File: src/rtl/gpio_pads_ctrl_pgen.sv
// Serial configuration engine for the GPIO pad daisy chain.
// Shifts CFG_WIDTH*(pad_no+1) bits MSB-first with programmable phase length,
// then pulses the load strobe (write/broadcast) and reports done/error.
//
// Request handshake: shift_req is a level; it is taken only while the engine
// is idle (busy=0). mode, pad number and data are latched on the accepting
// edge. shift_done marks the end of every accepted request; a rejected
// request (pad out of range or reserved mode) gets shift_done+shift_err one
// cycle later and never touches the pad pins.
module gpio_pads_ctrl_pgen #(
    parameter int CFG_WIDTH = 16,
    parameter int NUM_PADS  = 64,
    parameter int PW        = 8,
    parameter int HALF_PER  = 4
) (
    input  logic                 clk,
    input  logic                 rst_n,
    input  logic                 shift_req,
    input  logic [1:0]           cfg_mode,
    input  logic [PW-1:0]        cfg_pad_no,
    input  logic [CFG_WIDTH-1:0] cfg_shift_data,
    output logic                 busy,
    output logic                 shift_done,
    output logic                 shift_err,
    output logic [CFG_WIDTH-1:0] capture_data,
    output logic                 shift_rstn,
    output logic                 shift_clock,
    output logic                 shift_load,
    output logic                 shift_data_out,
    input  logic                 shift_data_in
);

    localparam int CW = $clog2(CFG_WIDTH * NUM_PADS) + 1;
    localparam int HW = (HALF_PER > 1) ? $clog2(HALF_PER) : 1;
    localparam int WW = $clog2(CFG_WIDTH);

    localparam logic [HW-1:0] PH_LAST = HW'(HALF_PER - 1);
    localparam logic [WW-1:0] W_LAST  = WW'(CFG_WIDTH - 1);

    localparam logic [1:0] MODE_BCAST = 2'd1;
    localparam logic [1:0] MODE_SHIFT = 2'd2;
    localparam logic [1:0] MODE_RSVD  = 2'd3;

    localparam logic [2:0] S_IDLE     = 3'd0;
    localparam logic [2:0] S_RST_HOLD = 3'd1;
    localparam logic [2:0] S_DATA     = 3'd2;
    localparam logic [2:0] S_SETUP    = 3'd3;
    localparam logic [2:0] S_CLK_HI   = 3'd4;
    localparam logic [2:0] S_CLK_LO   = 3'd5;
    localparam logic [2:0] S_LOAD     = 3'd6;
    localparam logic [2:0] S_DONE     = 3'd7;

    logic [2:0]           state_q;
    logic [2:0]           state_d;
    logic [HW-1:0]        ph_q;
    logic [1:0]           mode_q;
    logic [CFG_WIDTH-1:0] word_q;
    logic [CFG_WIDTH-1:0] sreg_q;
    logic [WW-1:0]        widx_q;
    logic [CW-1:0]        bit_cnt_q;
    logic [CW-1:0]        n_total_q;
    logic [CW-1:0]        n_calc;
    logic                 req_bad;
    logic                 accept;
    logic                 reject;
    logic                 ph_last;
    logic                 bits_done;

    assign req_bad   = (32'(cfg_pad_no) >= 32'(NUM_PADS)) || (cfg_mode == MODE_RSVD);
    assign accept    = (state_q == S_IDLE) && shift_req && !req_bad;
    assign reject    = (state_q == S_IDLE) && shift_req && req_bad;
    assign ph_last   = (ph_q == PH_LAST);
    assign bits_done = (bit_cnt_q == n_total_q);
    // Only evaluated for in-range pads, so the product always fits in CW bits.
    assign n_calc    = CW'(CFG_WIDTH) * (CW'(cfg_pad_no) + CW'(1));

    // Next-state decode: each timed phase lasts HALF_PER cycles, DATA one.
    always_comb begin
        state_d = state_q;
        case (state_q)
            S_IDLE:     if (shift_req) state_d = req_bad ? S_DONE : S_RST_HOLD;
            S_RST_HOLD: if (ph_last) state_d = S_DATA;
            S_DATA:     state_d = S_SETUP;
            S_SETUP:    if (ph_last) state_d = S_CLK_HI;
            S_CLK_HI:   if (ph_last) state_d = S_CLK_LO;
            S_CLK_LO: begin
                if (ph_last) begin
                    if (!bits_done)               state_d = S_DATA;
                    else if (mode_q == MODE_SHIFT) state_d = S_DONE;
                    else                           state_d = S_LOAD;
                end
            end
            S_LOAD:     if (ph_last) state_d = S_DONE;
            S_DONE:     state_d = S_IDLE;
            default:    state_d = S_IDLE;
        endcase
    end

    // State register and phase timer; the timer restarts on every state change.
    always_ff @(posedge clk or negedge rst_n) begin
        if (!rst_n) begin
            state_q <= S_IDLE;
            ph_q    <= '0;
        end else begin
            state_q <= state_d;
            if (state_d != state_q) ph_q <= '0;
            else                    ph_q <= ph_q + 1'b1;
        end
    end

    // Pad pins and status flags registered from the next state so they are glitch-free.
    always_ff @(posedge clk or negedge rst_n) begin
        if (!rst_n) begin
            busy        <= 1'b0;
            shift_done  <= 1'b0;
            shift_err   <= 1'b0;
            shift_clock <= 1'b0;
            shift_load  <= 1'b0;
        end else begin
            busy        <= (state_d != S_IDLE) && ((state_d != S_DONE) || reject);
            shift_done  <= (state_d == S_DONE);
            shift_err   <= reject;
            shift_clock <= (state_d == S_CLK_HI);
            shift_load  <= (state_d == S_LOAD);
        end
    end

    // Request latch, serial data path, bit counting and capture of the return stream.
    always_ff @(posedge clk or negedge rst_n) begin
        if (!rst_n) begin
            mode_q         <= '0;
            word_q         <= '0;
            sreg_q         <= '0;
            widx_q         <= '0;
            bit_cnt_q      <= '0;
            n_total_q      <= '0;
            shift_rstn     <= 1'b0;
            shift_data_out <= 1'b0;
            capture_data   <= '0;
        end else begin
            if (accept) begin
                mode_q     <= cfg_mode;
                word_q     <= cfg_shift_data;
                sreg_q     <= cfg_shift_data;
                widx_q     <= '0;
                bit_cnt_q  <= '0;
                n_total_q  <= n_calc;
                shift_rstn <= 1'b0;
            end
            if ((state_q == S_RST_HOLD) && ph_last) begin
                shift_rstn <= 1'b1;
            end
            if (state_q == S_DATA) begin
                shift_data_out <= sreg_q[CFG_WIDTH-1];
                capture_data   <= {capture_data[CFG_WIDTH-2:0], shift_data_in};
                bit_cnt_q      <= bit_cnt_q + 1'b1;
                if (widx_q == W_LAST) begin
                    // Word boundary: broadcast restarts the word, others feed zeros.
                    widx_q <= '0;
                    sreg_q <= (mode_q == MODE_BCAST) ? word_q
                                                     : {sreg_q[CFG_WIDTH-2:0], 1'b0};
                end else begin
                    widx_q <= widx_q + 1'b1;
                    sreg_q <= {sreg_q[CFG_WIDTH-2:0], 1'b0};
                end
            end
        end
    end

endmodule

File: config.mk
export PLATFORM = sky130hd
export DESIGN_NAME = gpio_pads_ctrl_pgen
export DESIGN_NICKNAME = d
export VERILOG_FILES = /design/src/rtl/gpio_pads_ctrl_pgen.sv
export SDC_FILE = /design/constraint.sdc
export NUM_CORES = 1
export LEC_CHECK = 0
export CORE_ASPECT_RATIO = 0.7
export CORE_MARGIN = 2
export CORE_UTILIZATION = 38
export DETAILED_ROUTE_END_ITERATION = 10
export PLACE_DENSITY = 0.61
export SYNTH_ARGS = -nofsm -noshare
export SYNTH_HDL_FRONTEND = slang
export SYNTH_SLANG_ARGS = --single-unit
File: constraint.sdc
create_clock -name clk -period 2.8 [get_ports clk]
set_clock_uncertainty 0.15 [all_clocks]
set_input_delay 0.56 -clock clk [delete_from_list [all_inputs] [get_ports clk]]
set_output_delay 0.56 -clock clk [all_outputs]
set_load 0.05 [all_outputs]
## Yosys cells after proc, flatten, opt, wreduce, memory -nomap -nowiden

Cells that the tools add are included.

- $add $sub $neg: 4
- Multiply operators: 0
- Divide/modulo/power cells: 0
- Magnitude comparators: 1
- Eq/ne operators: 18
- Shifts and indexed selects: 0
- Multiplexer cells: 22
- Bitwise logic cells: 0
- Reduce and logical (&&, ||, !) cells: 12

Operators by type and width:

| operator | count |
|---|---|
| 16-bit two-way mux | 4 |
| 3-bit two-way mux | 8 |
| 3-bit case mux with 8 select lines | 1 |
| 11-bit two-way mux | 2 |
| 3-bit equality test, second input constant | 7 |
| 4-bit two-way mux | 3 |
| 11-bit by 1-bit adder with 11-bit output, second input constant | 1 |
| 11-bit equality test | 1 |
| 8-bit by 7-bit greater-or-equal comparator with 1-bit output, second input constant | 1 |
| 7-bit by 1-bit adder with 7-bit output, second input constant | 1 |
| 2-bit equality test, second input constant | 3 |
| 3-bit by 2-bit equality test with 1-bit output, second input constant | 2 |
| 1-bit logical AND | 5 |
| 4-bit by 1-bit adder with 4-bit output, second input constant | 1 |
| 4-bit equality test, second input constant | 1 |
| 2-bit nonzero test | 2 |
| 3-bit by 1-bit equality test with 1-bit output, second input constant | 1 |
| 3-bit zero test | 1 |
| 1-bit two-way mux | 3 |
| 3-bit != test | 1 |
| 3-bit != test, second input constant | 1 |
| 3-bit nonzero test | 1 |
| 2-bit by 1-bit adder with 2-bit output, second input constant | 1 |
| 2-bit by 1-bit equality test with 1-bit output, second input constant | 1 |
| other kinds (3) | 4 |

- Flip-flop bits (word level): 84
- Latch bits: 0
- Memory bits (writable): 0
- ROM bits: 0
- Input port bits: 30
- Output and inout port bits: 23
- Logic and storage cells: 73
- Memories: 0

## Longest topological paths before layout

Gate-level depths: netlist (run 1).

- Word-level depth: 8
- Mapped depth: 7
- Gate-level depth less buffers: 6

## Worst setup path after synthesis (run 1)

OpenSTA, ideal clock, no wires.

- Kind: flip-flop to flip-flop
- Start point: register widx_q[0]
- End point: register sreg_q[11]
- Library setup time: 0.137 ns
- Data arrival time: 1.515 ns
- Data required time: 2.513 ns
- Slack: 0.998 ns
- Stages on the path, launching flop included: 7
- Cells stage by stage: dfrtp_1 > ha_1 > nand3_1 > nor3_4 > buf_6 > mux2i_1 > o211ai_1

- Longest elaborated chain between the ends: 3

RTL lines:

| element | RTL line | RTL |
|---|---|---|
| start: declaration | 59 | `logic [WW-1:0] widx_q;` |
| start signal: assignment | 163 | `widx_q <= widx_q + 1'b1;` |
| 4-bit equality test | 157 | `if (widx_q == W_LAST) begin` |
| 16-bit two-way mux | 157 |  |
| 16-bit two-way mux | 153 | `if (state_q == S_DATA) begin` |
| end signal: assignment | 144 | `sreg_q <= cfg_shift_data;` |
| end signal: assignment | 160 | `sreg_q <= (mode_q == MODE_BCAST) ? word_q` |
| end signal: assignment | 164 | `sreg_q <= {sreg_q[CFG_WIDTH-2:0], 1'b0};` |
| end: declaration | 58 | `logic [CFG_WIDTH-1:0] sreg_q;` |

No other way between the ends.
A chain may end at the register's enable or synchronous reset.

## Worst setup path in the final report (run 1)

- Start point: register capture_data[7]
- End point: output port capture_data[7]

RTL lines:

| element | RTL line | RTL |
|---|---|---|
| start: declaration | 25 | `output logic [CFG_WIDTH-1:0] capture_data,` |
| start signal: assignment | 155 | `capture_data <= {capture_data[CFG_WIDTH-2:0], shift_data_in};` |

No word-level cell between the ends.

==> impl_metrics.ini, run 1 <==
[yosys]
async_flop_share = 1.00
seq_area_frac_synth = 0.542
synth.top_cell.area_share = 0.542
yosys_warnings = 0
yosys.cell_count.top_type = nand2_1
yosysUniqueCellTypes = 45
synth_enable_flop_cells = 0
synthesis.area_um2 = 3880
ys_top_cells_by_area = dfrtp_1 (54%), nand2_1 (14%), mux2i_1 (5.4%)
yosysTopAreaCell = dfrtp_1
yosys-top-cells-count = nand2_1 (147), dfrtp_1 (84), mux2i_1 (21)
ys_ff_latch = 84
syn_inst = 403
ys.flop_type = dfrtp_1
syn_nets = 438
synth_area_per_cell_um2 = 9.63

[floorplan]
fp.dieH_um = 88.5
rows = 30
die_x_um = 125
initial_core_util = 0.396
core-area_um2 = 9800
pin_count = 53
die_area_um2 = 11000

[cells_and_area]
syn_to_final_growth_pct = 25.1
antenna_cells = 0
fillers = 902
final_area_um2 = 4850
fin_nets = 490
drive_gt1_frac = 0.0783

[sta]
hold_violations = 0
fmax_mhz = 445
maxSlewViolCount = 0
rsz0062_at_grt = no
period_minus_slack_ns = 2.25
setup_tns_ns = 0
period_share = 0.802
relSlewSlack = 0.568
tightest_slew_ns = 0.642
setup_viol = 0

[cts]
insertion_delay_ns = 0.34
cts.path.max_buffers = 2
cts_buffers = 9
cts.sinks = 84
cts-htree-levels = 3
holdBufCountCts = 0
cts_resized = 0
cts_tree = yes
root_buffer = clkbuf_16
clkSlewWorstSetupHoldPaths_ns = 0.06
cts_setup_buffers = 0

[run]
drv_cap = 0

[place]
port_buffers = 52
dp_hpwl_um = 5370
dpl_cell_area_um2 = 4550
finalWeightedCongestion = 0.804

[setup_path]
arrival_ns = 1.54
crit_family = buffers and inverters
cpPeakStageDelay_ns = 0.82
worstSetupPathType = flip-flop to output pin
cp.required_ns = 2.09
startpoint_type = flip-flop
path_buf_inv = 1
cp-end-kind = output pin
worstPathCellList = clkdlybuf4s50_1
cpMaxStageDelayCell = clkdlybuf4s50_1
crit_fanout = 3

[grt]
overflow = 0
antenna_found_initial = 0
grt_first_pass_wirelength_um = 14300
grt_pass1_vias = 2912
track_usage = 0.164
grt_max_degree = 49

[detailed_routing]
wl_um = 8340
first_pass_iters = 4
wire_per_inst_um = 14.2
via_count = 2915
via_per_inst = 4.96
drt_iter0_drc = 240
drc = 0
drt.antenna.violating_nets = 0

[power_and_ir_drop]
sequentialPowerShare = 0.410
clkPwrFrac = 0.242
swShare = 0.383
power.net_switching_mw = 1.89
p_leak_nw = 2.25
pwr-share-comb = 0.348
worst_ir_drop_vdd_mv = 0.536
power.density_nw_per_um2 = 1010
power.internal_mw = 3.04

[worst_hold_path]
min_path_type = input port to asynchronous set/reset pin

[status]
status = completed
-- final cells by class --
class	instances	area, um^2	area share
Multi-Input combinational cell	294	1660	0.341
Inverter	4	15.0	0.00309
Tap cell	128	160	0.0330
Timing Repair Buffer	62	618	0.127
Clock inverter	6	63.8	0.0131
Clock buffer	10	239	0.0492
Sequential cell	84	2100	0.433
-- logic make-up after synthesis --
logic type      synth area share
compound gates             0.109
mux                       0.0542
fa+ha+maj                 0.0161
xor+xnor                  0.0271
buf+inv                   0.0342
simple gates               0.218
flops                      0.542
-- registers in the layout, indices dropped and copies added, names as in the netlist, 2 cells and up --
register and cells:
capture_data 16, ph_q 2, word_q 16, n_total_q 7, widx_q 4, sreg_q 16
state_q 3, bit_cnt_q 11, mode_q 2
-- power groups by stage --
stage | Clock (mW) | Sequential [mW] | Combinational [mW]
final | 1.19 | 2.02 | 1.71
after global routing | 1.29 | 2.09 | 1.91
after CTS | 1.23 | 2.02 | 1.73
after detailed placement | 0 | 2.03 | 1.72
after global placement | 0 | 2.02 | 1.68
after floorplan | 0 | 2.25 | 0.960
-- final timing paths --
check | endpoint | cells past startpoint | slack (ns) | start
setup / recovery | capture_data[7] | 1 | 0.55 | capture_data[7]
hold / removal | shift_clock | 1 | 0.04 | rst_n
setup reg to reg | bit_cnt_q[8] | 4 | 0.68 | state_q[1]
hold reg to reg | ph_q[0] | 1 | 0.28 | ph_q[0]
max in group asynchronous | word_q[2] | 2 | 1.85 | rst_n
min in group clk | ph_q[0] | 1 | 0.28 | ph_q[0]
-- metal layers --
layer	global-route usage	wire length, um	part of all wire
met5	0	0	0
met3	0.0647	436	0.052
met4	0.0245	41	0.0049
met1	0.237	4410	0.53
met2	0.237	3450	0.41
-- per-stage QoR --
step	power (mW)	util	hold slack (ns)	instances	setup slack (ns)
after floorplan	3.21	-	0.114	403	0.998
after global placement	3.71	0.465	0.269	572	0.485
after detailed placement	3.75	0.465	0.279	572	0.422
after CTS	4.98	0.496	0.0538	588	0.528
after global routing	5.29	0.496	0.0674	588	0.472
final	4.92	0.496	0.0392	588	0.554
-- cells in the final DEF, fill, tap and decap left out, drive strengths merged, types with 4 or more instances in the layout --
master	count
a21oi	6
a22oi	5
a31oi	4
and2	5
and3	5
buf	11
clkbuf	10
clkdlybuf4s50	51
dfrtp	84
ha	5
inv	4
mux2i	21
nand2	147
nand3	8
nor2	6
o211ai	11
o21ai	27
o31ai	4
xor2	10
(Power assumes the default switching activity.)
==> inputs of run 2 (changes only) <==
--- a/config.mk
+++ b/config.mk
@@ -9,7 +9,7 @@
 export CORE_MARGIN = 2
 export CORE_UTILIZATION = 38
 export DETAILED_ROUTE_END_ITERATION = 10
-export PLACE_DENSITY = 0.61
+export PLACE_DENSITY = 0.63
 export SYNTH_ARGS = -nofsm -noshare
 export SYNTH_HDL_FRONTEND = slang
 export SYNTH_SLANG_ARGS = --single-unit
==> constraint.sdc (replaced) <==
create_clock -name clk -period 2 [get_ports clk]
set_clock_uncertainty 0.15 [all_clocks]
set_input_delay 0.4 -clock clk [delete_from_list [all_inputs] [get_ports clk]]
set_output_delay 0.4 -clock clk [all_outputs]
set_load 0.05 [all_outputs]
==> run 2 against run 1 <==
  * Power increased by 39%
  * Routed wire length fell by 2.2%
  * Global-route usage is 0.34 points lower
  * Clock power grew 29%
  * Core utilization rose by 0.42 points
  * Combinational power rose by 49%
  * Count of clock-buffer cells in the layout grew 2
  * Sequential cell count unchanged
  * Highest routed layer unchanged
==> impl_metrics.ini, run 2 (synthesis gave the netlist of run 1 again) <==
[grt]
grt_pass1_vias = 2900
overflow = 0
grt.busiest_layer = met2
met3_usage = 0.0490
grt_use_met1 = 0.231
track_usage = 0.160
grt_max_degree = 85
use_met2 = 0.237
grt_first_pass_wirelength_um = 14100
antenna_found_initial = 0

[setup_path]
r2r_slack_ns = 0.17
worstSetupPathType = flip-flop to flip-flop
worstPathCellList = buf_4 > nor3_2 > nand3_1 > buf_4 > o31ai_1
cp.required_ns = 2.10
path_buf_inv = 2
crit_fanout = 18
crit_family = simple AND/OR/NAND/NOR gates
r2r_end = n_total_q[10]
cp_common_cell = buf_4
cpPeakStageDelay_ns = 0.41
startpoint_type = flip-flop
r2r.worst_path.cells = 5
cpMaxStageDelayCell = dfrtp_1
cp-end-kind = flip-flop
r2r_start = state_q[2]
arrival_ns = 1.93

[worst_hold_path]
hold_path.startpoint = ph_q[0]
min_path_cells = 1
worst_hold_path.endpoint = ph_q[0]
min_path_type = flip-flop to flip-flop

[cts]
cts_tree = yes
root_buffer = clkbuf_16
cts.sinks = 84
cts_buffers = 9
cts.path.max_buffers = 2
clkSlewWorstSetupHoldPaths_ns = 0.06
insertion_delay_ns = 0.34
cts-htree-levels = 3

[cells_and_area]
antenna_cells = 0
seqCellArea_um2 = 2100
layout.cells.non_filler = 600
drive_gt1_frac = 0.144
fin_nets = 502
final_area_um2 = 4900
mostFrequentLayoutCell = nand2_1
fillers = 906
syn_to_final_growth_pct = 26.2
multiInputGateArea_um2 = 1660
reg_top3 = capture_data (16), sreg_q (16), word_q (16)
final_cell_mix = nand2_1 (147), dfrtp_1 (84), buf_4 (40), clkdlybuf4s50_1 (28), mux2i_1 (21)

[place]
dp_hpwl_um = 5310
place_inst = 583
finalWeightedCongestion = 0.858
port_buffers = 52
dp_slack_ns = -0.173
dpl_cell_area_um2 = 4610

[detailed_routing]
via_count = 2966
via_per_inst = 4.94
wl_um = 8160
first_pass_iters = 4
wire_per_inst_um = 13.6
drt.antenna.violating_nets = 0
drc = 0
drt_iter0_drc = 244

[sta]
fmax_mhz = 546
period_share = 0.915
setup_viol = 0
rsz0062_at_grt = no
holdWs_ns = 0.294
fin_ws_ns = 0.169
relSlewSlack = 0.693
hold_violations = 0
maxSlewViolCount = 0
tightest_slew_ns = 0.460
period_minus_slack_ns = 1.83

[floorplan]
die_x_um = 125
fp.dieH_um = 88.5
rows = 30
initial_core_util = 0.396
pin_count = 53
core-area_um2 = 9800
die_area_um2 = 11000

[power_and_ir_drop]
power.total_mw = 6.84
worst_ir_drop_vdd_mv = 0.768
power.density_nw_per_um2 = 1400
p_leak_nw = 2.35

[status]
status = completed

[run]
drv_cap = 0
==> run 2: how the worst max path moves through the flow <==
stage	start	endpoint	slack (ns)	cells after the start
after floorplan	widx_q[0]	sreg_q[11]	0.20	6
after global placement	cfg_mode[0]	n_total_q[10]	-0.10	5
after detailed placement	cfg_mode[0]	n_total_q[10]	-0.17	5
after CTS	bit_cnt_q[1]	shift_done	0.05	6
after global routing	bit_cnt_q[1]	shift_done	0.01	6
final	state_q[2]	n_total_q[10]	0.17	5
==> run 2: power by group <==
part | switching (mW) | internal (mW) | total (mW) | leakage (nW)
Sequential | 0.430 | 2.34 | 2.77 | 1.10
Combinational | 1.55 | 0.989 | 2.54 | 1.12
Clock | 0.660 | 0.871 | 1.53 | 0.129
Total | 2.64 | 4.20 | 6.84 | 2.35
==> run 2: metrics by stage <==
stage                      util  setup TNS (ns)
after floorplan               -               0
after global placement    0.471           -3.44
after detailed placement  0.471           -5.81
after CTS                 0.500               0
after global routing      0.500               0
final                     0.500               0
==> run 2: worst reg2reg max path, stage by stage, from the launching register on <==
cell and delay, ns:
dfrtp_1 0.41, buf_4 0.17, nor3_2 0.33, nand3_1 0.19, buf_4 0.24, o31ai_1 0.24
==> run 2: cell type report <==
cell class / count / share of cell area
Clock buffer: 12 / 0.0503
Clock inverter: 4 / 0.00511
Inverter: 4 / 0.00307
Multi-Input combinational cell: 294 / 0.338
Sequential cell: 84 / 0.429
Tap cell: 128 / 0.0327
Timing Repair Buffer: 74 / 0.141
==> run 2: repair_timing <==
item	4_1_cts	5_1_grt
resized for setup	1	0
pin swaps	0	1
setup endpoints to repair	2	3
hold buffers	1	0
hold endpoints to repair	84	0
setup buffers	0	0
cloned	0	0
==> run 2: layer usage <==
layer	vias to the layer above	share of wire
met5	-	0
met4	0	0.010
met3	13	0.047
met2	56	0.41
met1	1408	0.53
li1	1489	-
